### src/rtl/prim_req_queue_pkg.sv
// Shared types and helpers for the prim_req_queue block.
package prim_req_queue_pkg;

    typedef enum logic [1:0] {
        ErrNone,
        ErrGntNoReq,
        ErrMultiGnt
    } req_queue_err_e;

    function automatic int cnt_width(input int depth);
        return $clog2(depth + 1);
    endfunction

endpackage

### src/rtl/prim_req_queue_port.sv
// Single-port circular FIFO feeding one arbiter input; head held stable until popped.
// Optional empty-queue fall-through when PRIM_REQ_QUEUE_BYPASS_EN is defined.
module prim_req_queue_port
    import prim_req_queue_pkg::*;
#(
    parameter  int DW    = 32,
    parameter  int Depth = 2,
    localparam int CntW  = cnt_width(Depth)
) (
    input  logic            clk_i,
    input  logic            rst_i,
    input  logic            flush_i,
    input  logic            in_valid_i,
    output logic            in_ready_o,
    input  logic [DW-1:0]   in_data_i,
    input  logic            pop_en_i,
    output logic            req_o,
    output logic [DW-1:0]   data_o,
    output logic [CntW-1:0] cnt_o
);

    localparam int              PtrW    = (Depth > 1) ? $clog2(Depth) : 1;
    localparam logic [PtrW-1:0] LastPtr = PtrW'(Depth - 1);
    localparam logic [CntW-1:0] Full    = CntW'(Depth);

    logic [DW-1:0]   mem_q [Depth];
    logic [PtrW-1:0] wptr_q, wptr_d, rptr_q, rptr_d;
    logic [CntW-1:0] cnt_q, cnt_d;
    logic            stored, wr_en, rd_en;
    logic [DW-1:0]   head;

    assign stored     = (cnt_q != '0);
    assign in_ready_o = (cnt_q != Full);
    assign head       = mem_q[rptr_q];
    assign cnt_o      = cnt_q;

`ifdef PRIM_REQ_QUEUE_BYPASS_EN
    logic byp, push, pop;
    always_comb begin
        byp    = ~stored & in_valid_i;
        req_o  = stored | byp;
        data_o = stored ? head : (byp ? in_data_i : '0);
        push   = in_valid_i & in_ready_o;
        pop    = pop_en_i & req_o;
        // A bypassed entry granted in its arrival cycle never touches storage.
        wr_en  = push & ~(byp & pop);
        rd_en  = pop & stored;
    end
`else
    always_comb begin
        req_o  = stored;
        data_o = stored ? head : '0;
        wr_en  = in_valid_i & in_ready_o;
        rd_en  = pop_en_i & stored;
    end
`endif

    always_comb begin
        wptr_d = wptr_q;
        rptr_d = rptr_q;
        cnt_d  = cnt_q;
        if (flush_i) begin
            wptr_d = '0;
            rptr_d = '0;
            cnt_d  = '0;
        end else begin
            if (wr_en) wptr_d = (wptr_q == LastPtr) ? '0 : wptr_q + 1'b1;
            if (rd_en) rptr_d = (rptr_q == LastPtr) ? '0 : rptr_q + 1'b1;
            case ({wr_en, rd_en})
                2'b10:   cnt_d = cnt_q + 1'b1;
                2'b01:   cnt_d = cnt_q - 1'b1;
                default: cnt_d = cnt_q;
            endcase
        end
    end

    always_ff @(posedge clk_i) begin
        if (rst_i) begin
            wptr_q <= '0;
            rptr_q <= '0;
            cnt_q  <= '0;
        end else begin
            wptr_q <= wptr_d;
            rptr_q <= rptr_d;
            cnt_q  <= cnt_d;
        end
    end

    // Payload storage carries no reset; occupancy alone qualifies it.
    always_ff @(posedge clk_i) begin
        if (wr_en && !flush_i && !rst_i) mem_q[wptr_q] <= in_data_i;
    end

endmodule

### src/rtl/prim_req_queue.sv
// N-port request queue in front of a round-robin arbiter, plus sticky grant-protocol checker.
// Fall-through on empty ports is enabled by defining PRIM_REQ_QUEUE_BYPASS_EN.
module prim_req_queue
    import prim_req_queue_pkg::*;
#(
    parameter  int N     = 8,
    parameter  int DW    = 32,
    parameter  int Depth = 2,
    localparam int CntW  = cnt_width(Depth)
) (
    input  logic                      clk_i,
    input  logic                      rst_i,
    input  logic                      flush_i,
    input  logic [N-1:0]              in_valid_i,
    output logic [N-1:0]              in_ready_o,
    input  logic [N-1:0][DW-1:0]      in_data_i,
    output logic [N-1:0]              req_o,
    output logic [N-1:0][DW-1:0]      data_o,
    input  logic [N-1:0]              gnt_i,
    output logic [N-1:0][CntW-1:0]    cnt_o,
    output logic                      err_o
);

    req_queue_err_e err_cls;
    logic           err_q, err_d;
    logic [N-1:0]   pop_en;

    // A multi-hot grant is discarded entirely; a grant to an idle port pops nothing anyway.
    always_comb begin
        err_cls = ErrNone;
        if ($countones(gnt_i) > 1)   err_cls = ErrMultiGnt;
        else if (|(gnt_i & ~req_o))  err_cls = ErrGntNoReq;
        err_d  = err_q | (err_cls != ErrNone);
        pop_en = (err_cls == ErrMultiGnt) ? '0 : gnt_i;
    end

    always_ff @(posedge clk_i) begin
        if (rst_i) err_q <= 1'b0;
        else       err_q <= err_d;
    end

    assign err_o = err_q;

    for (genvar i = 0; i < N; i++) begin : g_port
        prim_req_queue_port #(
            .DW    (DW),
            .Depth (Depth)
        ) u_port (
            .clk_i      (clk_i),
            .rst_i      (rst_i),
            .flush_i    (flush_i),
            .in_valid_i (in_valid_i[i]),
            .in_ready_o (in_ready_o[i]),
            .in_data_i  (in_data_i[i]),
            .pop_en_i   (pop_en[i]),
            .req_o      (req_o[i]),
            .data_o     (data_o[i]),
            .cnt_o      (cnt_o[i])
        );
    end

endmodule

### config.mk
export PLATFORM = sky130hd
export DESIGN_NAME = prim_req_queue
export DESIGN_NICKNAME = d
export VERILOG_FILES = /design/src/rtl/prim_req_queue_pkg.sv /design/src/rtl/prim_req_queue_port.sv /design/src/rtl/prim_req_queue.sv
export SDC_FILE = /design/constraint.sdc
export NUM_CORES = 1
export LEC_CHECK = 0
export ABC_CLOCK_PERIOD_IN_PS = 8500
export BUFFER_PORTS_ARGS = -buffer_cell sky130_fd_sc_hd__buf_2
export CAP_MARGIN = 20
export CORE_MARGIN = 8
export CORE_UTILIZATION = 50
export CTS_CLUSTER_SIZE = 28
export DETAILED_ROUTE_END_ITERATION = 7
export PLACE_DENSITY = 0.79
export SKIP_CTS_REPAIR_TIMING = 1
export SLEW_MARGIN = 10
export SYNTH_ARGS = -nofsm -noshare
export SYNTH_HDL_FRONTEND = slang
export SYNTH_SLANG_ARGS = --single-unit
### constraint.sdc
create_clock -name clk_i -period 8.5 [get_ports clk_i]
set_input_delay 0.425 -clock clk_i [delete_from_list [all_inputs] [get_ports clk_i]]
set_output_delay 0.425 -clock clk_i [all_outputs]
set_load 0.02 [all_outputs]
# After elaboration in Yosys (flattened, before gate mapping)
# Memory sizes are Yosys's and may differ from the RTL's. A register that Yosys moved wholly into a read port is not among the register bits.
# Index checks and enable logic that the tools add are counted.
# word_totals
n_memories,8
out_inout_bits,289
in_bits,275
regBits,33
mem_bits_rw,512
# op_classes
muxes,67
n_lt_le_gt_ge,1
n_reduce_logical,37
n_eq_ne,25
bitwise,19
n_addsub,39
# memory_table
name,depth,word_bits,rd,rd_ports_with_merged_regs,wr,line,rtl
g_port[0].u_port.mem_q,2,32,1,1,1,prim_req_queue_port.sv:26,logic [DW-1:0] mem_q [Depth];
g_port[1].u_port.mem_q,2,32,1,1,1,prim_req_queue_port.sv:26,
g_port[2].u_port.mem_q,2,32,1,1,1,prim_req_queue_port.sv:26,
g_port[3].u_port.mem_q,2,32,1,1,1,prim_req_queue_port.sv:26,
g_port[4].u_port.mem_q,2,32,1,1,1,prim_req_queue_port.sv:26,
g_port[5].u_port.mem_q,2,32,1,1,1,prim_req_queue_port.sv:26,
+2 memories,n/a,n/a,n/a,n/a,n/a,n/a,
# op_table
op,n
$mux 32,8
$mux 1,49
$reduce_bool 2->1,17
$pmux 2 s2,8
$eq 2x2->1 const B,9
$add 1x1->1 const B,16
$add 2x1->2 const B,8
$and 1x1->1,16
$eq 2x1->1 const B,8
$logic_and 1x1->1,16
$ne 2x2->1 const B,8
$sub 2x1->2 const B,8
$add 1x1->2,4
$and 8x8->8,1
$mux 8,1
$not 8->8,1
$reduce_or 8->1,1
$add 2x2->3,2
$add 3x3->4,1
$gt 4x1->1 const B,1
$logic_not 1->1,2
$mux 2,1
$reduce_or 2->1,1
$or 1x1->1,1

# Longest topological paths before layout
# logic_depth
depth_word,11
mapped_depth,15
ltp_nobuf,15

# By module
# Synthesis repeated with hierarchy kept, for this count alone.
# hier_totals
cells_unflattened,1353
hier_area_um2,21443.1
# by_module_without_submodules
module,n_inst,area_per_inst_um2,cells_per_inst
prim_req_queue_port,8,2638.8,164
prim_req_queue,1,332.8,41

# Worst setup path after synthesis
# OpenSTA, ideal clock, no wires.
# synth_path
path_kind,in2reg
from,input gnt_i[0]
to,register g_port[0].u_port.cnt_q[1]
arrival_time_ns,3.891
n_path_buf,0
setup_ns,0.070
cell_stages,14
path_slack_ns,4.539
cell_sequence,fa_1 -> inv_1 -> fa_1 -> fa_1 -> inv_1 -> ha_1 -> inv_1 -> fa_1 -> a211oi_1 -> mux2i_2 -> nor2_1 -> ha_1 -> or3_1 -> a21oi_1
# synth_via
elab_chain_cells,10
word_cells_on_any_way,15
cone_classes,add/sub (3); order compare (1); eq/ne (3); mux (4); bitwise (2); reduce/logical (2)
# synth_lines
item,line,rtl
from (decl),prim_req_queue.sv:19,"input logic [N-1:0] gnt_i,"
$add 1x1->2 (not written as such),prim_req_queue.sv:31,if ($countones(gnt_i) > 1) err_cls = ErrMultiGnt;
$add 2x2->3 (not written as such),prim_req_queue.sv:31,
$add 3x3->4 (not written as such),prim_req_queue.sv:31,
$gt 4x1->1,prim_req_queue.sv:31,
$mux 2,prim_req_queue.sv:31,
$eq 2x2->1,prim_req_queue.sv:34,pop_en = (err_cls == ErrMultiGnt) ? '0 : gnt_i;
$mux 8 (*),prim_req_queue.sv:34,
$and 1x1->1 (*),prim_req_queue_port.sv:54,rd_en = pop_en_i & stored;
named net g_port[0].u_port.rd_en,prim_req_queue_port.sv:29,"logic stored, wr_en, rd_en;"
$eq 2x1->1 / $eq 2x2->1 (equally long branches),prim_req_queue_port.sv:69,"case ({wr_en, rd_en})"
$pmux 2 s2 / $reduce_bool 2->1 (equally long branches),n/a,
to (signal assigned),prim_req_queue_port.sv:85,cnt_q <= cnt_d;
to (decl),prim_req_queue_port.sv:28,"logic [CntW-1:0] cnt_q, cnt_d;"
# Mark *: on every way through the listed nets, which the timed path passes. The rest lies on a longest branch.
# A chain may end at the register's enable or synchronous reset.

# Worst setup path after layout
# layout_path
from,input gnt_i[1]
to,register g_port[2].u_port.cnt_q[1]
# layout_via
elab_chain_cells,10
word_cells_on_any_way,15
cone_classes,add/sub (3); order compare (1); eq/ne (3); mux (4); bitwise (2); reduce/logical (2)
# layout_lines
item,line
$add 1x1->2 (not written as such),prim_req_queue.sv:31
$add 2x2->3 (not written as such),prim_req_queue.sv:31
$add 3x3->4 (not written as such),prim_req_queue.sv:31
$gt 4x1->1,prim_req_queue.sv:31
$mux 2 (*),prim_req_queue.sv:31
$eq 2x2->1 (*),prim_req_queue.sv:34
$mux 8 (*),prim_req_queue.sv:34
$and 1x1->1 (*),prim_req_queue_port.sv:54
named net g_port[2].u_port.rd_en,prim_req_queue_port.sv:29
$eq 2x1->1 / $eq 2x2->1 (equally long branches),prim_req_queue_port.sv:69
$pmux 2 s2 / $reduce_bool 2->1 (equally long branches),n/a
to (signal assigned),prim_req_queue_port.sv:85
to (decl),prim_req_queue_port.sv:28
# Marked as above.

==> impl_metrics.json <==
{
  "synth_ff_type": "edfxtp_1",
  "worstSkewPairLatency_ns": 0.60,
  "io_pins": 564,
  "highest_layer": "met5",
  "reg2reg_from": "g_port[2].u_port.cnt_o[0]$_SDFFE_PP0P_",
  "cts.sinks": 553,
  "setup_violations": 0,
  "path_clk_slew_ns": 0.07,
  "h-tree-depth": 2,
  "critical_path_class": "input port to flip-flop",
  "layout.nets": 2337,
  "hold_class": "input port to flip-flop",
  "timing.hold.worst_path_depth": 1,
  "routed_wl_microns": 58800,
  "clock-root-buffer": "clkbuf_16",
  "grt_max_degree": 34,
  "fp.dieW_microns": 223,
  "post_drt_wl_per_cell_microns": 22.2,
  "r2r_cells": 7,
  "maxCapViolCount": 0,
  "layout-drive-gt1-share_pct": 33.6,
  "finalCriticalPeriod_ns": 3.85,
  "wl_met1_microns": 21500,
  "max_freq_ghz": 0.260,
  "hold_ws_ns": 0.0161,
  "synth_cells": 1347,
  "register_area_sq_mm": 0.0162,
  "vias": 13900,
  "grt_overflow": 0,
  "crit_required_ns": 9.02,
  "finalCritPeriodShare_pct": 45.3,
  "grt_util_all_layers_pct": 20.8,
  "arrival_ns": 4.37,
  "crit_path_max_fanout": 9,
  "ir_worst_vdd_mv": 0.209,
  "dpl.hpwl_microns": 39200,
  "final_cell_mix": "buf_2, edfxtp_1, nor2_1",
  "leakagePower_uw": 0.0105,
  "status": "completed",
  "rr_endpoint": "g_port[2].u_port.cnt_o[1]$_SDFFE_PP0P_",
  "grt_pass1_wl_microns": 79700,
  "firstDrtPassIters": 6,
  "slew_headroom_pct": 24.3,
  "fill_cells": 2814,
  "clockBufferDepth": 3,
  "final_common_cell": "buf_2",
  "worst-slew-pin-transition_ns": 1.14,
  "antenna_left": 0,
  "synth-edff-count": 512,
  "multi_input_area_sq_mm": 0.00482,
  "avgViaCountPerCell": 5.26,
  "drt-initial-drc-count": 1020,
  "dp.cells": 2402,
  "route.met2.wl_microns": 30400,
  "ys_seq_area_share_pct": 75.6,
  "async_flop_share_pct": 0,
  "fin_util_pct": 65.3,
  "grt_pass1_vias": 13700,
  "ys_ff_latch": 553,
  "syn_area_sq_mm": 0.0214,
  "rows": 76,
  "cts_made_buffers": 54,
  "finalHoldViolCount": 0,
  "end_kind": "flip-flop",
  "tritoncts": "yes",
  "tns_ns": 0,
  "rsz0062_at_grt": "false",
  "r2r_slack_ns": 6.50,
  "syn_nets": 1637,
  "drc": 0,
  "area_growth_pct": 30.2,
  "antenna_found_initial": 14,
  "yosysWarnings": 0,
  "finalPower_uw": 5920,
  "cellPowerDensity_mw_per_mm2": 212,
  "core_sq_mm": 0.0427,
  "hold_start": "in_data_i[70]",
  "synth_cell_types": 27,
  "critPathLaunchType": "input port",
  "gp_congestion": 0.847,
  "finalMaxSlewViolations": 0,
  "start_util_pct": 50.2,
  "route.met3.wl_microns": 4930,
  "die_h_microns": 223,
  "holdPathEnd": "g_port[2].u_port.mem_q[0][6]$_DFFE_PP_",
  "fin_worst_skew_ns": 0.0235,
  "fin_cells": 2649,
  "avgSynthCellArea_sq_um": 15.9,
  "die-area_sq_mm": 0.0497,
  "io_buffer_count": 563
}
==> layout make-up <==
cell class | instances | area share (%)
diodes | 12 | 0.108
clock buffers | 67 | 5.09
clock inverters | 33 | 0.987
inverters | 26 | 0.350
multi-input cells | 689 | 17.3
flip-flops and latches | 553 | 58.1
well taps | 546 | 2.45
repair buffers | 723 | 15.6
==> synth_stat cells (5+ instances only) <==
library cell  number  area share, %
nand2_1           16           0.28
edfxtp_1         512             72
xnor2_1           16           0.65
o21ai_0            8           0.19
nand2b_1           8           0.23
nor3_1            16           0.37
nor2_2             5           0.15
dfxtp_1           41            3.8
inv_1             26           0.46
buf_4             16           0.56
buf_2             28           0.65
ha_1              11           0.64
nor2_1           284            5.0
xor2_1             8           0.33
nand3_1            8           0.19
clkbuf_1          34           0.60
or3_1             16           0.47
mux2i_1          272             13
a21oi_1            9           0.21
==> per-layer routing <==
metal / GRT usage [%] / vias to the layer above
met2: 35.9 / 658
met1: 24.0 / 6819
met5: 0 / -
met3: 6.36 / 131
met4: 8.22 / 6
li1: - / 6320
==> worst max-delay path: stages <==
cell and delay (ns):
buf_2 0.15, fa_1 0.51, inv_1 0.05, fa_1 0.50, fa_1 0.43, inv_1 0.07
ha_1 0.16, inv_1 0.06, fa_1 0.40, a211oi_1 0.24, mux2i_2 0.23, nor2_1 0.32
ha_1 0.32, or3_1 0.35, a21oi_1 0.15
==> per-stage QoR <==
step                worst slack (ns)  area (sq um)
floorplan                       4.54         21400
global placement                4.16         24800
detailed placement              4.04         24800
CTS                             4.69         26500
global route                    4.42         27900
finish                          4.65         27900
==> worst max path at each step <==
stage	startpoint	end	slack (ns)	depth (start not counted)
after detailed placement	gnt_i[0]	g_port[2].u_port.cnt_o[1]$_SDFFE_PP0P_	4.04	15
final	gnt_i[1]	g_port[2].u_port.cnt_o[1]$_SDFFE_PP0P_	4.65	15
after CTS	gnt_i[0]	g_port[2].u_port.cnt_o[1]$_SDFFE_PP0P_	4.69	15
after global routing	gnt_i[0]	g_port[2].u_port.cnt_o[1]$_SDFFE_PP0P_	4.42	15
after floorplan	gnt_i[0]	g_port[0].u_port.cnt_o[1]$_SDFFE_PP0P_	4.54	14
after global placement	gnt_i[0]	g_port[0].u_port.cnt_o[1]$_SDFFE_PP0P_	4.16	15
==> registers in the layout, summed over array words and instances, names as in the netlist, named ones only <==
signal	cells
g_port.u_port.mem_q	512
g_port.u_port.cnt_o	16
g_port.u_port.rptr_q	8
g_port.u_port.wptr_q	8
err_o	1
==> cells by family (layout without fill, tap and decap cells) <==
kind of cell	after synthesis	count (layout)	synth area share, %
AOI/OAI and AO/OA	23	23	0.631
muxes	273	273	12.8
other	0	12	0
and+or+nand+nor	354	354	6.69
DFF	553	553	75.6
buffers and inverters	105	849	2.29
adders and majority gates	15	15	1.02
xor gates and xnor gates	24	24	0.981
==> power by group <==
group	switching, uW	internal (uW)
Sequential	34.1	3030
Clock	1010	1280
Combinational	341	210
(Power assumes the default switching activity.)
